--- src/rtl/alu_pkg.sv ---
`default_nettype none
// +--------------------------------------------------------------------------+
// | Module   : alu_pkg                                                        |
// | Purpose  : Shared constants, state encoding and carry-in selection for   |
// |            the alu_seq operand/instruction sequencer.                    |
// | Revision : 1.0  initial release                                          |
// +--------------------------------------------------------------------------+
package alu_pkg;

  localparam int WIDTH = 4;  // datapath width, equals the ALU width
  localparam int NREG  = 4;  // register-file entries
  localparam int IDX_W = 2;  // register index width

  typedef enum logic [1:0] {
    IDLE = 2'd0,
    EXEC = 2'd1,
    WB   = 2'd2
  } state_t;

  // Carry-in source selection; code 3 is reserved and behaves like CM_NONE.
  localparam logic [1:0] CM_NONE  = 2'd0;
  localparam logic [1:0] CM_ONE   = 2'd1;
  localparam logic [1:0] CM_CHAIN = 2'd2;

  // The ALU carry input is active-low: CN=0 adds one.
  function automatic logic carry_in_n(input logic [1:0] cmode, input logic cflag);
    logic cn;
    case (cmode)
      CM_ONE:   cn = 1'b0;
      CM_CHAIN: cn = ~cflag;
      default:  cn = 1'b1;
    endcase
    return cn;
  endfunction

endpackage
`default_nettype wire

--- src/rtl/alu_regfile.sv ---
`default_nettype none
// +--------------------------------------------------------------------------+
// | Module   : alu_regfile                                                    |
// | Purpose  : NREG x WIDTH register file, one synchronous write port, two   |
// |            combinational operand read ports and one debug read port.     |
// | Ports    : clk, rst_n (async active-low clear)                           |
// |            we, waddr, wdata          - write port                        |
// |            raddr_a/rdata_a, raddr_b/rdata_b - operand reads              |
// |            raddr_d/rdata_d           - debug read                        |
// | Revision : 1.0  initial release                                          |
// +--------------------------------------------------------------------------+
module alu_regfile
  import alu_pkg::*;
#(
  parameter int WIDTH_P = alu_pkg::WIDTH,
  parameter int NREG_P  = alu_pkg::NREG
) (
  input  logic               clk,
  input  logic               rst_n,
  input  logic               we,
  input  logic [IDX_W-1:0]   waddr,
  input  logic [WIDTH_P-1:0] wdata,
  input  logic [IDX_W-1:0]   raddr_a,
  input  logic [IDX_W-1:0]   raddr_b,
  input  logic [IDX_W-1:0]   raddr_d,
  output logic [WIDTH_P-1:0] rdata_a,
  output logic [WIDTH_P-1:0] rdata_b,
  output logic [WIDTH_P-1:0] rdata_d
);

  logic [WIDTH_P-1:0] regs [NREG_P];

  always_ff @(posedge clk or negedge rst_n) begin
    if (!rst_n) begin
      for (int i = 0; i < NREG_P; i++) begin
        regs[i] <= '0;
      end
    end else if (we) begin
      regs[waddr] <= wdata;
    end
  end

  assign rdata_a = regs[raddr_a];
  assign rdata_b = regs[raddr_b];
  assign rdata_d = regs[raddr_d];

endmodule
`default_nettype wire

--- src/rtl/alu_seq.sv ---
`default_nettype none
// +--------------------------------------------------------------------------+
// | Module   : alu_seq                                                        |
// | Purpose  : Operand/instruction sequencer for a 74181-style ALU. Accepts  |
// |            one instruction per valid/ready handshake, drives registered  |
// |            operands to the ALU, writes results back and keeps carry and  |
// |            zero flags for chained multi-word arithmetic.                 |
// | Ports    : clk, rst_n                  - clock, async active-low reset   |
// |            ins_*                       - instruction handshake/fields    |
// |            alu_a/b/s/m/cn (out), alu_f/co (in) - ALU connection          |
// |            res_valid/data/co/zero      - result and flags                |
// |            rd_sel/rd_data              - debug register read             |
// | Revision : 1.0  initial release                                          |
// +--------------------------------------------------------------------------+
module alu_seq #(
  parameter int WIDTH = alu_pkg::WIDTH,
  parameter int NREG  = alu_pkg::NREG
) (
  input  logic             clk,
  input  logic             rst_n,
  input  logic             ins_valid,
  output logic             ins_ready,
  input  logic             ins_ld,
  input  logic [WIDTH-1:0] ins_imm,
  input  logic [3:0]       ins_op,
  input  logic             ins_m,
  input  logic [1:0]       ins_cmode,
  input  logic [1:0]       ins_ra,
  input  logic [1:0]       ins_rb,
  input  logic [1:0]       ins_rd,
  output logic [WIDTH-1:0] alu_a,
  output logic [WIDTH-1:0] alu_b,
  output logic [3:0]       alu_s,
  output logic             alu_m,
  output logic             alu_cn,
  input  logic [WIDTH-1:0] alu_f,
  input  logic             alu_co,
  output logic             res_valid,
  output logic [WIDTH-1:0] res_data,
  output logic             res_co,
  output logic             res_zero,
  input  logic [1:0]       rd_sel,
  output logic [WIDTH-1:0] rd_data
);

  import alu_pkg::*;

  state_t           state;
  state_t           state_nxt;
  logic [1:0]       rd_q;
  logic             cflag;
  logic             accept;
  logic             rf_we;
  logic [1:0]       rf_waddr;
  logic [WIDTH-1:0] rf_wdata;
  logic [WIDTH-1:0] ra_data;
  logic [WIDTH-1:0] rb_data;

  assign ins_ready = (state == IDLE);
  assign accept    = ins_ready && ins_valid;
  assign res_valid = (state == WB);
  assign res_co    = cflag;
  assign res_zero  = (res_data == '0);

  // Immediates write straight from the instruction at the accepting edge;
  // ALU results write at the edge closing EXEC using the latched rd.
  assign rf_we    = (accept && ins_ld) || (state == EXEC);
  assign rf_waddr = (state == EXEC) ? rd_q : ins_rd;
  assign rf_wdata = (state == EXEC) ? alu_f : ins_imm;

  alu_regfile #(
    .WIDTH_P (WIDTH),
    .NREG_P  (NREG)
  ) u_regfile (
    .clk     (clk),
    .rst_n   (rst_n),
    .we      (rf_we),
    .waddr   (rf_waddr),
    .wdata   (rf_wdata),
    .raddr_a (ins_ra),
    .raddr_b (ins_rb),
    .raddr_d (rd_sel),
    .rdata_a (ra_data),
    .rdata_b (rb_data),
    .rdata_d (rd_data)
  );

  always_ff @(posedge clk or negedge rst_n) begin
    if (!rst_n) begin
      state <= IDLE;
    end else begin
      state <= state_nxt;
    end
  end

  always_comb begin
    state_nxt = state;
    case (state)
      IDLE:    if (ins_valid) state_nxt = ins_ld ? WB : EXEC;
      EXEC:    state_nxt = WB;
      WB:      state_nxt = IDLE;
      default: state_nxt = IDLE;
    endcase
  end

  always_ff @(posedge clk or negedge rst_n) begin
    if (!rst_n) begin
      alu_a    <= '0;
      alu_b    <= '0;
      alu_s    <= '0;
      alu_m    <= 1'b1;
      alu_cn   <= 1'b1;
      rd_q     <= '0;
      res_data <= '0;
      cflag    <= 1'b0;
    end else begin
      if (accept && !ins_ld) begin
        // Operands are captured here, so a later write to ra/rb cannot disturb them.
        alu_a  <= ra_data;
        alu_b  <= rb_data;
        alu_s  <= ins_op;
        alu_m  <= ins_m;
        alu_cn <= carry_in_n(ins_cmode, cflag);
        rd_q   <= ins_rd;
      end
      if (accept && ins_ld) begin
        res_data <= ins_imm;
      end
      if (state == EXEC) begin
        res_data <= alu_f;
        // Logic-mode carry out is meaningless, so only arithmetic updates the flag.
        if (!alu_m) begin
          cflag <= alu_co;
        end
      end
    end
  end

endmodule
`default_nettype wire

--- config.mk ---
export PLATFORM = sky130hd
export DESIGN_NAME = alu_seq
export DESIGN_NICKNAME = d
export VERILOG_FILES = /design/src/rtl/alu_pkg.sv /design/src/rtl/alu_regfile.sv /design/src/rtl/alu_seq.sv
export SDC_FILE = /design/constraint.sdc
export NUM_CORES = 1
export LEC_CHECK = 0
export ABC_AREA = 0
export BUFFER_PORTS_ARGS = -buffer_cell sky130_fd_sc_hd__buf_2
export CAP_MARGIN = 20
export CELL_PAD_IN_SITES_DETAIL_PLACEMENT = 2
export CELL_PAD_IN_SITES_GLOBAL_PLACEMENT = 2
export CORE_ASPECT_RATIO = 1.2
export CORE_MARGIN = 3
export CORE_UTILIZATION = 40
export CTS_BUF_LIST = sky130_fd_sc_hd__clkbuf_8
export DETAILED_ROUTE_END_ITERATION = 7
export GPL_TIMING_DRIVEN = 0
export PLACE_DENSITY = 0.86
export RECOVER_POWER = 50
export SYNTH_ARGS = -nofsm -noshare
export SYNTH_HDL_FRONTEND = slang
export SYNTH_SLANG_ARGS = --single-unit
--- constraint.sdc ---
create_clock -name clk -period 4.56 [get_ports clk]
set_input_delay 0.912 -clock clk [delete_from_list [all_inputs] [get_ports clk]]
set_output_delay 0.912 -clock clk [all_outputs]
set_load 0.05 [all_outputs]
==> metrics.cfg, run 1 <==
[routing]
num_vias=1282
routedWlPerCell_um=20.26
drcViolationCount=0
wl_um=4781
ant_nets=0
vias_per_cell=5.432
first_pass_iters=4
drt_iter0_markers=41

[pwr]
power_density_nw_per_um2=663.7
power_mw=1.566
p_leak_nw=1.049
ir_worst_vdd_mv=0.2522

[layout]
final_util_pct=50.62
syn2layout_area_growth_pct=20.74
final_cell_mix=buf_2, dfrtp_1, mux2_2, mux4_2, mux2_4
drive_above_1_share_pct=66.29
antenna-diode-count=0
final_common_cell=buf_2
nNetsFinal=205

[worst_setup_path]
arrival_ns=3.26
critPathMaxFanout=10
crit_type=input port to flip-flop
worstPathRequired_ns=4.74
cp-end-kind=flip-flop
cp-start-kind=input port

[grt]
grtUsageTotal_pct=17.54
grt_pass1_wl_um=7659
grt_max_degree=40
grt.overflow.total=0
grt_pass1_vias=1489
antenna_found_initial=0

[clock_tree]
post_cts_buffers=0
clock-sinks=39
clk_pin_slew_ns=0.08
cts.hold.buffers_added=0
ctsRootBufferMaster=clkbuf_8
htreeDepth=2
cts_buffers=5
clock_latency_ns=0.30
post_cts_resized=0
cts_tree=done
clock_path_buffers=2

[timing]
finalCritPeriodShare_pct=67.46
worst_slack_ns=1.484
finalClockSkew_ns=0.003785
fin_tns_setup_ns=0
tightest_slew_ns=2.046
slew_headroom_pct=-36.39
hold_violations=0
setup_violations=0
slew_violations=50
period_needed_ns=3.076
rsz0062_at_grt=false
max_freq_mhz=325.1

[worst_hold_path]
holdCritPathClass=flip-flop to flip-flop

[die]
die_height_um=82.57
dieArea_um2=5764
start_util_pct=41.92
die_w_um=69.81
io_pins=54
core_um2=4662
num_rows=27

[logic_synthesis]
syn_area_um2=1954
synthFlopType=dfrtp_1
synthSimpleGateAreaFrac_pct=5.698
synth_edf_count=0
ys_seq_area_share_pct=50.06
synth_compound_area_share_pct=3.137
yosysWarnings=0
synth_cell_types=21
synth_fa_ha_area_share_pct=0
synth_seq_cells=39
synth_cells=117
yosys-mux-area-fraction_pct=38.80
synth_nets=145
synth_top_family_by_area=multiplexers
synth-async-reset-ratio_pct=100.0
synth-xor-area-share_pct=0
avgSynthCellArea_um2=16.70

[outcome]
status=finished with violations
failed_checks=capacitance limit, slew limit

[place]
pre_cts_slack_ns=1.815
hpwl_um=3729
io_buffers=53
gp_congestion=0.7421

[run]
max_cap_viol_count=2

-- kinds of logic after synthesis --
logic type,Yosys count
AO/OA/AOI/OAI,6
multiplexers,53
flip-flops,39
buffers and inverters,6
AND/OR/NAND/NOR,13
-- per-layer routing --
layer / track usage (%) / routed length (um)
met3: 4.964 / 225
met2: 34.69 / 2772
met1: 18.22 / 1733
met4: 4.598 / 51
met5: 0 / 0
-- critical path: stages --
cell,delay (ns)
clkbuf_1,0.10
nor4b_1,1.61
buf_6,0.31
mux2_4,0.32
-- stage by stage --
step / instance area, um2 / instances / hold slack, ns
after floorplan: 1954 / 117 / 0.5082
after global placement: 2292 / 228 / 0.4842
after detailed placement: 2292 / 228 / 0.4966
after CTS: 2385 / 236 / 0.5130
after global routing: 2360 / 236 / 0.5362
final: 2360 / 236 / 0.5063
-- registers in the layout, summed over array words and instances, names as in the netlist --
signal,flops
alu_s,4
u_regfile.regs,16
state,2
alu_a,4
alu_b,4
res_co,1
res_data,4
rd_q,2
alu_cn,1
alu_m,1
-- Yosys cell counts (2+ instances only) --
library cell  number  area share (%)
nor2b_1            3            0.96
mux2_4             7             5.4
inv_1              3            0.58
dfstp_2            2             2.7
buf_6              3             1.7
nand2_1            2            0.38
nor2_1             2            0.38
dfrtp_1           37              47
a31oi_2            2             1.3
mux2_2            34              20
mux4_2            12              14
-- path summary, 6_finish.rpt --
kind	startpoint	endpoint	slack [ns]	cells after the start
worst max-delay path	ins_ld	alu_s[3]	1.48	4
worst min-delay path	alu_b[3]	alu_b[3]	0.51	1
worst max register to register	state[0]	alu_s[3]	1.66	4
worst min register to register	alu_b[3]	alu_b[3]	0.51	1
max in group asynchronous	rst_n	u_regfile.regs[14]	2.20	1
min in group asynchronous	rst_n	res_co	1.20	1
-- power by group --
group / switching (mW) / total (mW) / internal, mW / leakage (nW)
clock: 0.130 / 0.240 / 0.109 / 0.0408
combinational: 0.443 / 0.724 / 0.281 / 0.544
sequential: 0.115 / 0.602 / 0.488 / 0.465
-- final cells by class --
type	count	area, um2
Multi-Input combinational cell	72	915.9
Clock inverter	3	23.77
Clock buffer	5	68.82
Sequential cell	39	978.4
Tap cell	58	72.57
Inverter	3	11.26
Buffer	3	26.28
Timing Repair Buffer	53	262.8
Fill cell	455	2302
(Power assumes the default switching activity.)
==> run 2: changes to the inputs <==
--- a/config.mk
+++ b/config.mk
@@ -5,18 +5,18 @@
 export SDC_FILE = /design/constraint.sdc
 export NUM_CORES = 1
 export LEC_CHECK = 0
-export ABC_AREA = 0
+export ABC_AREA = 1
 export BUFFER_PORTS_ARGS = -buffer_cell sky130_fd_sc_hd__buf_2
 export CAP_MARGIN = 20
 export CELL_PAD_IN_SITES_DETAIL_PLACEMENT = 2
 export CELL_PAD_IN_SITES_GLOBAL_PLACEMENT = 2
 export CORE_ASPECT_RATIO = 1.2
 export CORE_MARGIN = 3
-export CORE_UTILIZATION = 40
+export CORE_UTILIZATION = 28
 export CTS_BUF_LIST = sky130_fd_sc_hd__clkbuf_8
 export DETAILED_ROUTE_END_ITERATION = 7
 export GPL_TIMING_DRIVEN = 0
-export PLACE_DENSITY = 0.86
+export PLACE_DENSITY = 0.77
 export RECOVER_POWER = 50
 export SYNTH_ARGS = -nofsm -noshare
 export SYNTH_HDL_FRONTEND = slang
==> constraint.sdc (replaced) <==
create_clock -name clk -period 2.6 [get_ports clk]
set_input_delay 0.52 -clock clk [delete_from_list [all_inputs] [get_ports clk]]
set_output_delay 0.52 -clock clk [all_outputs]
set_load 0.05 [all_outputs]
==> metrics.cfg, run 2 <==
[outcome]
status=complete, no violations

[logic_synthesis]
syn_area_um2=2136
synth_largest_area_cell=dfrtp_1
ys_seq_area_share_pct=45.81
synth.most_common_cell=nand2_1
avgSynthCellArea_um2=7.823
synth_seq_cells=39
synth-async-reset-ratio_pct=100.0
synth_cells=273
synth_edf_count=0
synth_cell_types=22
synthFlopType=dfrtp_1
synth_common_cells=nand2_1, dfrtp_1, a21oi_1, inv_1, o21ai_0
synth_top_area_share_pct=43.35
yosysWarnings=0
synth_nets=301
synth_area_leaders=dfrtp_1, nand2_1, a21oi_1

[die]
die_w_um=85.73
core_um2=7317
dieArea_um2=8716
num_rows=34
io_pins=54
start_util_pct=29.19
die_height_um=101.7

[worst_setup_path]
crit_type=input port to primary output
critPathMaxFanout=10
max_stage_delay_ns=0.29
crit_chain=buf_2 > inv_1 > buf_2 > o21ai_0 > a21oi_1 > a21oi_1 > buf_2
r2r_slack_ns=0.74
path_common_cell=buf_2
cpMaxStageDelayCell=buf_2
cp-end-kind=primary output
cp-start-kind=input port
worstPathRequired_ns=2.08
arrival_ns=1.57

[place]
placed_area_um2=2500
hpwl_um=5329
gp_congestion=0.7487
io_buffers=49

[clock_tree]
post_cts_resized=0
cts_buffers=5
cts_tree=done
post_cts_buffers=0
cts.hold.buffers_added=0
clk_pin_slew_ns=0.07
clock_latency_ns=0.30
htreeDepth=2
ctsRootBufferMaster=clkbuf_8
clock-sinks=39
clock_path_buffers=2

[timing]
hold_violations=0
tightest_slew_ns=0.9159
slew_headroom_pct=38.94
fin_tns_setup_ns=0
slew_violations=0
finalCritPeriodShare_pct=80.39
period_needed_ns=2.090
finalClockSkew_ns=0.006216
max_freq_mhz=478.5
setup_violations=0
rsz0062_at_grt=false

[routing]
ant_nets=0
first_pass_iters=4
drcViolationCount=0
routedWlPerCell_um=16.56
wl_um=6957
drt_iter0_markers=46
vias_per_cell=5.083
num_vias=2135

[pwr]
power_density_nw_per_um2=924.2
p_switching_mw=1.116
sw_frac_of_total_pct=47.15
p_leak_nw=1.354
p_int_mw=1.251
p_seq_share_pct=40.4
clkPwrFrac_pct=18.2
ir_worst_vdd_mv=0.3649
comb_power_share_pct=41.3

[worst_hold_path]
holdCritPathClass=input port to async pin

[layout]
final_common_cell=nand2_1
post-route-cell-area_um2=2561
final_cell_mix=nand2_1, buf_2, dfrtp_1, a21oi_1, inv_1
syn2layout_area_growth_pct=19.92
antenna-diode-count=0
drive_above_1_share_pct=23.94
nNetsFinal=357
largest_reg_flops=16
regMostFlops=u_regfile.regs

[grt]
grtUsageTotal_pct=17.25
antenna_found_initial=0
grt_max_degree=40
grt.overflow.total=0
grt_pass1_wl_um=11900
grt_pass1_vias=2351

[run]
max_cap_viol_count=0

-- run 2: changes by cell type in the layout (fill, tap and decap cells not counted), sizes merged, moves of 16 or more --
cell / before / now
a21oi: 1 / 21
o21ai: 1 / 17
inv: 4 / 20
nand4: 0 / 16
nand2: 2 / 113
mux2: 41 / 0
-- run 2: worst paths after layout --
path | start | endpoint | cells past startpoint
worst max-delay path | rd_sel[0] | rd_data[0] | 7
worst min-delay path | rst_n | alu_s[0] | 1
worst max register to register | state[0] | alu_b[2] | 6
worst min register to register | alu_cn | alu_cn | 2
max in group asynchronous | rst_n | state[1] | 1
min in group clk | ins_op[0] | alu_s[0] | 3
-- run 2: power by group through the flow --
| stage | logic, mW | clock network, mW | registers (mW) |
|---|---|---|---|
| after floorplan | 0.441 | 0 | 1.21 |
| after global routing | 1.07 | 0.472 | 0.985 |
| after global placement | 0.963 | 0 | 0.961 |
| after CTS | 1.00 | 0.445 | 0.959 |
| after detailed placement | 1.00 | 0 | 0.968 |
| final | 0.979 | 0.432 | 0.956 |
-- run 2: area by class of cell --
| type | count | area, um2 |
|---|---|---|
| flip-flops and latches | 39 | 978.4 |
| fillers | 885 | 4756 |
| repair buffers | 49 | 245.2 |
| clock inverters | 2 | 8.758 |
| well taps | 90 | 112.6 |
| inverters | 19 | 71.32 |
| multi-input cells | 201 | 982.2 |
| plain buffers | 14 | 80.08 |
| clock buffers | 6 | 82.58 |
-- run 2: logic make-up after synthesis --
logic type | synth area share [%]
AOI/OAI and AO/OA | 12.89
and+or+nand+nor | 33.74
DFF | 45.81
buffers and inverters | 7.557
-- run 2: stage by stage --
stage               hold slack (ns)  util (%)  total power [mW]  std cells  worst slack (ns)
finish                       0.3580     35.00             2.367        420            0.5100
global route                 0.4250     35.00             2.527        420            0.3921
detailed placement           0.4638     34.17             1.968        412            0.4972
global placement             0.4583     34.17             1.925        412            0.5699
CTS                          0.3913     35.41             2.408        420            0.4977
floorplan                    0.2244         -             1.650        273            0.4204
-- run 2: worst max-delay path, delay by kind of cell --
kind            cells  cell delay, ns
buf+inv             4            0.68
compound gates      3            0.36
-- run 2: routing by layer --
layer	part of all wire [%]	wire length (um)	track usage [%]	vias to the layer above
li1	-	-	-	1017
met5	0	0	0	-
met1	42	2932	21.22	1072
met4	1.5	106	5.481	0
met2	54	3725	31.04	37
met3	2.8	193	2.441	9
==> run 3: changes to the inputs <==
==> constraint.sdc (replaced) <==
create_clock -name clk -period 1.91 [get_ports clk]
set_input_delay 0.382 -clock clk [delete_from_list [all_inputs] [get_ports clk]]
set_output_delay 0.382 -clock clk [all_outputs]
set_load 0.05 [all_outputs]
==> metrics.cfg, run 3 (same netlist as run 2, synthesis figures left out) <==
[worst_setup_path]
critPathMaxFanout=3
worstPathRequired_ns=1.53
cpMaxStageDelayCell=dfrtp_1
r2r_cells=6
cp-end-kind=primary output
crit_chain=inv_1 > o21ai_0 > a21oi_1 > a21oi_1 > buf_2
arrival_ns=1.40
reg2reg_to=u_regfile.regs[15]
cp-start-kind=flip-flop
path_common_cell=a21oi_1
r2r_slack_ns=0.31
crit_type=flip-flop to primary output
max_stage_delay_ns=0.36
worstReg2RegStart=state[1]

[layout]
nNetsFinal=357
final_cells=420
regMostFlops=u_regfile.regs
antenna-diode-count=0
syn2layout_area_growth_pct=21.09
post-route-cell-area_um2=2586
nFillCells=914
register_area_um2=978.4
largest_reg_flops=16
final_cell_mix=nand2_1, buf_2, dfrtp_1, a21oi_1, inv_1
drive_above_1_share_pct=24.85
final_common_cell=nand2_1
multi_input_area_um2=991.0

[timing]
period_needed_ns=1.780
rsz0062_at_grt=false
slew_violations=0
hold_violations=0
slew_headroom_pct=31.52
setup_violations=0
finalClockSkew_ns=0.004203
tightest_slew_ns=1.027
max_freq_mhz=561.9
fin_tns_setup_ns=0
finalCritPeriodShare_pct=93.18

[worst_hold_path]
holdCritPathClass=input port to async pin

[pwr]
p_leak_nw=1.365
power_density_nw_per_um2=1262
ir_worst_vdd_mv=0.4971

[clock_tree]
htreeDepth=2
clock-sinks=39
clock_latency_ns=0.29
post_cts_buffers=0
clock_path_buffers=2
cts.hold.buffers_added=0
cts_tree=done
cts_buffers=5
ctsRootBufferMaster=clkbuf_8
clk_pin_slew_ns=0.07
post_cts_resized=0

[run]
max_cap_viol_count=0

[place]
placed_cells=412
hpwl_um=5321
placed_area_um2=2509
io_buffers=49
gp_congestion=0.7636

[grt]
grt.overflow.total=0
grt_pass1_vias=2344
grt_pass1_wl_um=11870
antenna_found_initial=0
grt_max_degree=40
grtUsageTotal_pct=17.28

[routing]
wl_um=7068
num_vias=2115
routedWlPerCell_um=16.83
vias_per_cell=5.036
drcViolationCount=0
ant_nets=0
first_pass_iters=4
drt_iter0_markers=68

[die]
dieArea_um2=8716
num_rows=34
die_w_um=85.73
die_height_um=101.7
io_pins=54
start_util_pct=29.19
core_um2=7317

[outcome]
status=complete, no violations

==> run 3: layer usage <==
layer / share of wire (%) / track usage, % / wire length [um] / vias up
li1: - / - / - / 1012
met1: 42 / 21.09 / 2980 / 1061
met2: 54 / 31.70 / 3810 / 35
met3: 2.7 / 2.278 / 190 / 7
met4: 1.2 / 4.872 / 87 / 0
met5: 0 / 0 / 0 / -
==> run 3: area by class of cell <==
| cell class | instances | share of cell area [%] |
|---|---|---|
| multi-input cells | 201 | 38.32 |
| well taps | 90 | 4.354 |
| clock buffers | 7 | 3.725 |
| flip-flops and latches | 39 | 37.83 |
| inverters | 19 | 2.758 |
| plain buffers | 14 | 3.435 |
| repair buffers | 49 | 9.434 |
| clock inverters | 1 | 0.1451 |
==> run 3: how the worst max path moves through the flow <==
| stage | startpoint | endpoint | slack (ns) | cells past startpoint |
|---|---|---|---|---|
| detailed placement | rd_sel[0] | rd_data[0] | 0.13 | 7 |
| floorplan | rd_sel[0] | rd_data[0] | 0.006 | 5 |
| finish | u_regfile.regs[11] | rd_data[3] | 0.13 | 5 |
| CTS | u_regfile.regs[11] | rd_data[3] | 0.1 | 5 |
| global placement | rd_sel[0] | rd_data[0] | 0.15 | 7 |
| global route | u_regfile.regs[11] | rd_data[3] | 0.002 | 5 |
==> run 3: power by group <==
| part | total (mW) | switching, mW | internal (mW) |
|---|---|---|---|
| Clock | 0.621 | 0.296 | 0.325 |
| Combinational | 1.33 | 0.990 | 0.340 |
| Sequential | 1.31 | 0.234 | 1.08 |
==> run 3: through the flow <==
stage	hold WS [ns]	total power [mW]	setup slack, ns	util, %
4_1_cts	0.2585	3.338	0.09729	35.65
2_1_floorplan	0.08641	2.254	0.006358	-
6_report	0.2616	3.264	0.1302	35.35
3_5_place_dp	0.4638	2.695	0.1328	34.29
3_3_place_gp	0.4569	2.632	0.1527	34.29
5_1_grt	0.2899	3.507	0.002300	35.35
==> run 3: critical path: cells and delay by family, from the launching register on <==
family          cells  cell delay (ns)
buf+inv             2             0.38
compound gates      3             0.38
flops               1             0.36
